## config.mk

```make
export PLATFORM = sky130hd
export DESIGN_NAME = encoder_speed_meter
export DESIGN_NICKNAME = d
export VERILOG_FILES = /design/src/rtl/encoder_speed_meter.sv
export SDC_FILE = /design/constraint.sdc
export NUM_CORES = 1
export LEC_CHECK = 0
export CORE_MARGIN = 2
export CORE_UTILIZATION = 54
export DETAILED_ROUTE_END_ITERATION = 12
export PLACE_DENSITY = 0.75
export SLEW_MARGIN = 20
export SYNTH_ARGS = -nofsm -noshare
export SYNTH_HDL_FRONTEND = slang
export SYNTH_SLANG_ARGS = --single-unit
```

## constraint.sdc

```tcl
create_clock -name clk -period 2.8 [get_ports clk]
set_clock_uncertainty 0.15 [all_clocks]
set_input_delay 0.42 -clock clk [delete_from_list [all_inputs] [get_ports clk]]
set_output_delay 0.42 -clock clk [all_outputs]
set_load 0.02 [all_outputs]
```

## src/rtl/encoder_speed_meter.sv

```systemverilog
// rtl/encoder_speed_meter.sv - windowed quadrature speed meter with moving average
// Drives the encoder counter's window clear and publishes a signed per-window speed.
module encoder_speed_meter #(
  parameter int WINDOW_CYCLES = 17500000,
  parameter int COUNT_W       = 8,
  parameter int AVG_LOG2      = 2
) (
  input  logic                      clk,
  input  logic                      reset_n,
  input  logic                      enable,
  input  logic [COUNT_W-1:0]        count_in,
  input  logic                      dir_in,
  output logic                      tick,
  output logic signed [COUNT_W:0]   speed,
  output logic                      speed_valid,
  output logic                      sat
);

  localparam int TIMER_W = $clog2(WINDOW_CYCLES);
  localparam int DEPTH   = 1 << AVG_LOG2;
  localparam int SUM_W   = COUNT_W + 1 + AVG_LOG2;
  localparam logic [TIMER_W-1:0] LAST = TIMER_W'(WINDOW_CYCLES - 1);

  generate
    if (WINDOW_CYCLES < 4) begin : g_bad_window
      $error("encoder_speed_meter: WINDOW_CYCLES must be at least 4");
    end
  endgenerate

  typedef enum logic [1:0] {
    IDLE  = 2'd0,
    FLUSH = 2'd1,
    RUN   = 2'd2
  } state_t;

  state_t              state_q, state_d;
  logic [TIMER_W-1:0]  timer_q, timer_d;
  logic                capture;
  logic                tick_c;

  always_ff @(posedge clk or negedge reset_n) begin
    if (!reset_n) begin
      state_q <= IDLE;
      timer_q <= '0;
    end else begin
      state_q <= state_d;
      timer_q <= timer_d;
    end
  end

  // A window that reaches its last cycle is captured even if enable falls on that cycle.
  always_comb begin
    state_d = state_q;
    timer_d = '0;
    tick_c  = 1'b1;
    capture = 1'b0;
    case (state_q)
      IDLE: begin
        if (enable) state_d = FLUSH;
      end
      FLUSH: begin
        tick_c  = 1'b0;
        state_d = enable ? RUN : IDLE;
      end
      RUN: begin
        if (timer_q == LAST) begin
          tick_c  = 1'b0;
          capture = 1'b1;
          timer_d = '0;
        end else begin
          timer_d = timer_q + 1'b1;
        end
        if (!enable) begin
          state_d = IDLE;
          timer_d = '0;
        end
      end
      default: state_d = IDLE;
    endcase
  end

  assign tick = tick_c;

  logic signed [COUNT_W:0]   mag;
  logic signed [COUNT_W:0]   raw_d, raw_q;
  logic                      cap_v, acc_v, sat_pend;
  logic signed [SUM_W-1:0]   sum_q;
  logic signed [COUNT_W:0]   hist [DEPTH];

  assign mag   = {1'b0, count_in};
  assign raw_d = dir_in ? -mag : mag;

  always_ff @(posedge clk or negedge reset_n) begin
    if (!reset_n) begin
      raw_q       <= '0;
      cap_v       <= 1'b0;
      acc_v       <= 1'b0;
      sat_pend    <= 1'b0;
      sum_q       <= '0;
      speed       <= '0;
      speed_valid <= 1'b0;
      sat         <= 1'b0;
      for (int i = 0; i < DEPTH; i++) hist[i] <= '0;
    end else begin
      cap_v       <= capture;
      acc_v       <= cap_v;
      speed_valid <= acc_v;
      if (capture) begin
        raw_q    <= raw_d;
        sat_pend <= &count_in;
      end
      // Running sum replaces the oldest sample; width covers DEPTH full-scale samples.
      if (cap_v) begin
        sum_q <= sum_q
               + {{AVG_LOG2{raw_q[COUNT_W]}}, raw_q}
               - {{AVG_LOG2{hist[DEPTH-1][COUNT_W]}}, hist[DEPTH-1]};
        for (int i = DEPTH - 1; i > 0; i--) hist[i] <= hist[i-1];
        hist[0] <= raw_q;
      end
      // Dropping the low bits of a two's complement sum floors toward -inf.
      if (acc_v) begin
        speed <= sum_q[SUM_W-1:AVG_LOG2];
        sat   <= sat_pend;
      end
    end
  end

endmodule

```

==> results_tabular.tex <==
\begin{tabular}{lr}
\hline
Metric & Value \\
\hline
\multicolumn{2}{l}{\textbf{Outcome}} \\
Status & completed \\
\multicolumn{2}{l}{\textbf{Logic synthesis}} \\
Distinct cell type count of the synthesized netlist & 50 \\
Count of synthesis-stage warnings from yosys & 0 \\
Post-synthesis sequential area ratio & 50.2\% \\
Area of the mapped netlist & 0.00483 mm² \\
Synthesized area divided by synthesized cell count & 11.1 µm² \\
Syn nets & 471 \\
Post-synth top flop & sky130\_fd\_sc\_hd\_\_dfrtp\_1 \\
Number of synthesized flops with an enable pin & 0 \\
Cell count after synthesis & 434 \\
Synthesis-stage register bit count & 97 \\
Async S/R FF share, synth & 100\% \\
\multicolumn{2}{l}{\textbf{Job}} \\
MaxCap Viol Count & 0 \\
\multicolumn{2}{l}{\textbf{Floorplan}} \\
Vertical extent of the die & 98.6 µm \\
Area of the die & 0.00972 mm² \\
Horizontal die dimension & 98.6 µm \\
Area inside the core boundary & 0.00872 mm² \\
\# IOs & 24 \\
Starting utilization of the core area & 55.4\% \\
Row count & 34 \\
\multicolumn{2}{l}{\textbf{Placed design}} \\
Gpl congestion & 0.852 \\
Port bufs & 23 \\
Dpl ws & -0.0754 ns \\
Placed cell count & 572 \\
Placed wire-length estimate after detailed placement & 6210 µm \\
Placed cell areas & 0.00528 mm² \\
\multicolumn{2}{l}{\textbf{Min path}} \\
Classification of the worst-slack hold path & flop to flop \\
\multicolumn{2}{l}{\textbf{Global route}} \\
Sum of overflow across all layers after global routing & 0 \\
GRT Total Usage & 19.4\% \\
Via count of the first global-routing pass & 3254 \\
Initial antenna violation count & 0 \\
Pin count of the biggest net entering global routing & 49 \\
Wire length of the first global-routing pass & 15100 µm \\
\multicolumn{2}{l}{\textbf{Clock tree}} \\
Root buf cell & sky130\_fd\_sc\_hd\_\_clkbuf\_8 \\
CTS tree & done \\
TritonCTS Sinks & 97 \\
Buffer levels on the longest clock path & 2 \\
Clock buffers created by TritonCTS & 9 \\
Clock insertion delay at the later pin of the skew report & 0.36 ns \\
Clock-pin slew on the worst setup and hold paths & 0.09 ns \\
Count of H-tree levels built during CTS & 3 \\
\multicolumn{2}{l}{\textbf{Routing}} \\
Wire length after detailed routing & 8650 µm \\
Average wire per cell in the routed design & 14.5 µm \\
Number of vias per cell & 5.33 \\
Remaining design rule violation count & 0 \\
Via count & 3170 \\
Final antenna-violating net count & 0 \\
Iteration count of the initial detailed-routing pass & 4 \\
DRT iter0 DRCs & 145 \\
\multicolumn{2}{l}{\textbf{Setup path}} \\
CP max-delay cell & sky130\_fd\_sc\_hd\_\_fa\_1 \\
R2R Setup Slk & 0.02 ns \\
Worst Path Class, Setup & flop to flop \\
Chain of cells forming the critical path & inv\_1, fa\_1, inv\_1, fa\_2, a21oi\_2, nand4b\_1, a21oi\_1, or3\_1, and3\_4, xor2\_1 \\
Startpoint of the most critical register-to-register path & raw\_q[1]\$\_DFFE\_PN0P\_ \\
Critical path capture point & sum\_q[10]\$\_DFFE\_PN0P\_ \\
Crit path launch type & flop \\
Crit. Startpoint & raw\_q[1]\$\_DFFE\_PN0P\_ \\
Maximum fanout count along the critical path & 3 \\
R2r worst-path depth & 10 \\
Req. time, crit path & 2.90 ns \\
Data arrival time at the worst-slack endpoint & 2.88 ns \\
End of the worst register-to-register path & sum\_q[10]\$\_DFFE\_PN0P\_ \\
Crit. End Element & flop \\
Cell repeated most along the worst path & sky130\_fd\_sc\_hd\_\_inv\_1 \\
Delay of the slowest cell on the worst path & 0.52 ns \\
\multicolumn{2}{l}{\textbf{STA}} \\
Unrepaired setup endpoints after global routing & yes \\
Worst Slack Setup Final & 0.0220 ns \\
Setup tns final & 0 ns \\
Minimum period implied by the final worst setup slack & 2.78 ns \\
Post-route fraction of the period consumed by the critical path & 99.2\% \\
Final count of hold timing violations & 0 \\
Count of final max-slew check failures & 0 \\
Transition time at the pin with the least slew margin & 0.664 ns \\
Achievable frequency & 360 MHz \\
Max transition margin & 55.8\% \\
Count of final setup violators & 0 \\
\multicolumn{2}{l}{\textbf{Finish}} \\
Synth-to-layout area growth & 15.2\% \\
Final instance area & 0.00557 mm² \\
Inserted Diodes & 0 \\
Fin cells & 595 \\
Number of nets in the finished design & 519 \\
Share of layout cells above drive strength 1 & 22.2\% \\
\multicolumn{2}{l}{\textbf{Power}} \\
Leakage power & 2.67 nW \\
Maximum vdd ir drop & 0.337 mV \\
Pwr Density & 426 mW/mm² \\
\hline
\end{tabular}
==> how the worst min path moves through the flow <==
stage / start / endpoint / slack (ns) / cells past startpoint
4_1_cts: state_q[0]$_DFFE_PN0P_ / state_q[0]$_DFFE_PN0P_ / 0.34 / 1
5_1_grt: sum_q[10]$_DFFE_PN0P_ / sum_q[10]$_DFFE_PN0P_ / 0.37 / 1
3_3_place_gp: reset_n / hist[6]$_DFFE_PN0P_ / 0.30 / 1
2_1_floorplan: reset_n / acc_v$_DFF_PN0_ / -0.03 / 0
3_5_place_dp: reset_n / hist[6]$_DFFE_PN0P_ / 0.31 / 1
6_report: state_q[0]$_DFFE_PN0P_ / state_q[0]$_DFFE_PN0P_ / 0.34 / 1
==> what timing repair did <==
item                                    4_1_cts  5_1_grt
endpoints found under the setup margin        3        6
hold buffers                                  1        0
setup buffers                                 1        5
gates cloned                                  0        0
hold endpoints to repair                     46        0
pin swaps                                     2        7
resized for setup                             7        6
==> report_power, final <==
| part | total, mW | switching [mW] | internal (mW) |
|---|---|---|---|
| Combinational | 0.0959 | 0.0583 | 0.0377 |
| Clock | 0.867 | 0.492 | 0.375 |
| Sequential | 1.41 | 0.00449 | 1.40 |
==> placed cells by master, fill, tap and decap left out, types with 3 or more instances in the layout <==
cell type and count:
sky130_fd_sc_hd__nand3_1 13, sky130_fd_sc_hd__xnor2_1 16, sky130_fd_sc_hd__ha_1 12, sky130_fd_sc_hd__a21o_1 5
sky130_fd_sc_hd__buf_4 26, sky130_fd_sc_hd__nand2_1 28, sky130_fd_sc_hd__mux2_2 46, sky130_fd_sc_hd__nor2_1 39
sky130_fd_sc_hd__or3_1 4, sky130_fd_sc_hd__xor2_1 19, sky130_fd_sc_hd__mux2i_1 4, sky130_fd_sc_hd__nand4_1 7
sky130_fd_sc_hd__clkdlybuf4s50_1 21, sky130_fd_sc_hd__a21oi_2 4, sky130_fd_sc_hd__nand2b_1 6, sky130_fd_sc_hd__a21oi_1 5
sky130_fd_sc_hd__dfrtp_1 96, sky130_fd_sc_hd__o31ai_1 3, sky130_fd_sc_hd__nand4b_1 3, sky130_fd_sc_hd__fa_1 9
sky130_fd_sc_hd__o21ai_0 10, sky130_fd_sc_hd__o21ai_1 7, sky130_fd_sc_hd__nor4_1 3, sky130_fd_sc_hd__inv_1 45
sky130_fd_sc_hd__clkbuf_8 11
==> sequential cells by signal (all words and copies together), names as in the netlist <==
name and flops:
sat_pend 1, sat 1, speed 9, acc_v 1, state_q 2, speed_valid 1
raw_q 9, timer_q 25, sum_q 11, cap_v 1, hist 36
==> critical path: cells and delay by family, from the launching register on <==
family	cells	cell delay, ns
AO/OA/AOI/OAI	2	0.29
adder cells (fa/ha/maj)	2	0.87
flip-flops	1	0.37
buffers and inverters	2	0.13
AND/OR/NAND/NOR	3	0.73
XOR/XNOR	1	0.13
==> layer usage <==
layer	track usage, %	routed length, µm	up-vias
met5	0	0	-
met4	5.37	126	0
met3	4.96	229	13
met2	31.4	4180	39
met1	26.3	4110	1572
li1	-	-	1546
==> metrics by stage <==
stage	total power [mW]	utilization (%)	hold WS, ns
2_1_floorplan	1.47	-	-0.0256
3_3_place_gp	1.53	60.5	0.301
3_5_place_dp	1.53	60.5	0.307
4_1_cts	2.39	63.2	0.344
5_1_grt	2.47	63.8	0.366
6_report	2.37	63.8	0.341
==> synthesized netlist by cell type (all sizes together) (3+ instances only) <==
master | instances | area, µm²
nor2 | 41 | 164
buf | 5 | 36.3
mux2 | 46 | 518
nand3 | 13 | 65.1
dfrtp | 97 | 2430
xor2 | 19 | 166
nand4b | 3 | 26.3
o21ai | 18 | 93.8
nand2 | 28 | 105
or3 | 5 | 36.3
nand4 | 7 | 43.8
mux2i | 4 | 40.0
a21oi | 9 | 45.0
o31ai | 4 | 35.0
nor4 | 4 | 31.3
and3 | 3 | 18.8
inv | 45 | 169
xnor2 | 16 | 140
ha | 15 | 188
nand2b | 6 | 37.5
a21o | 5 | 37.5
clkbuf | 7 | 26.3
fa | 10 | 200
==> cells by family after synthesis <==
family | count (synthesis) | synth area share (%)
xor gates and xnor gates | 35 | 6.34
DFF | 97 | 50.2
AOI/OAI and AO/OA | 45 | 5.82
adders and majority gates | 25 | 8.02
muxes | 50 | 11.5
and+or+nand+nor | 125 | 13.3
buffers and inverters | 57 | 4.79
==> area by class of cell <==
class / count / area, µm²
Timing Repair Buffer: 49 / 420
Clock buffer: 11 / 151
Sequential cell: 97 / 2430
Tap cell: 108 / 135
Inverter: 45 / 169
Fill cell: 648 / 3150
Multi-Input combinational cell: 280 / 2220
Clock inverter: 5 / 37.5
Power figures use the tool's default switching activity.
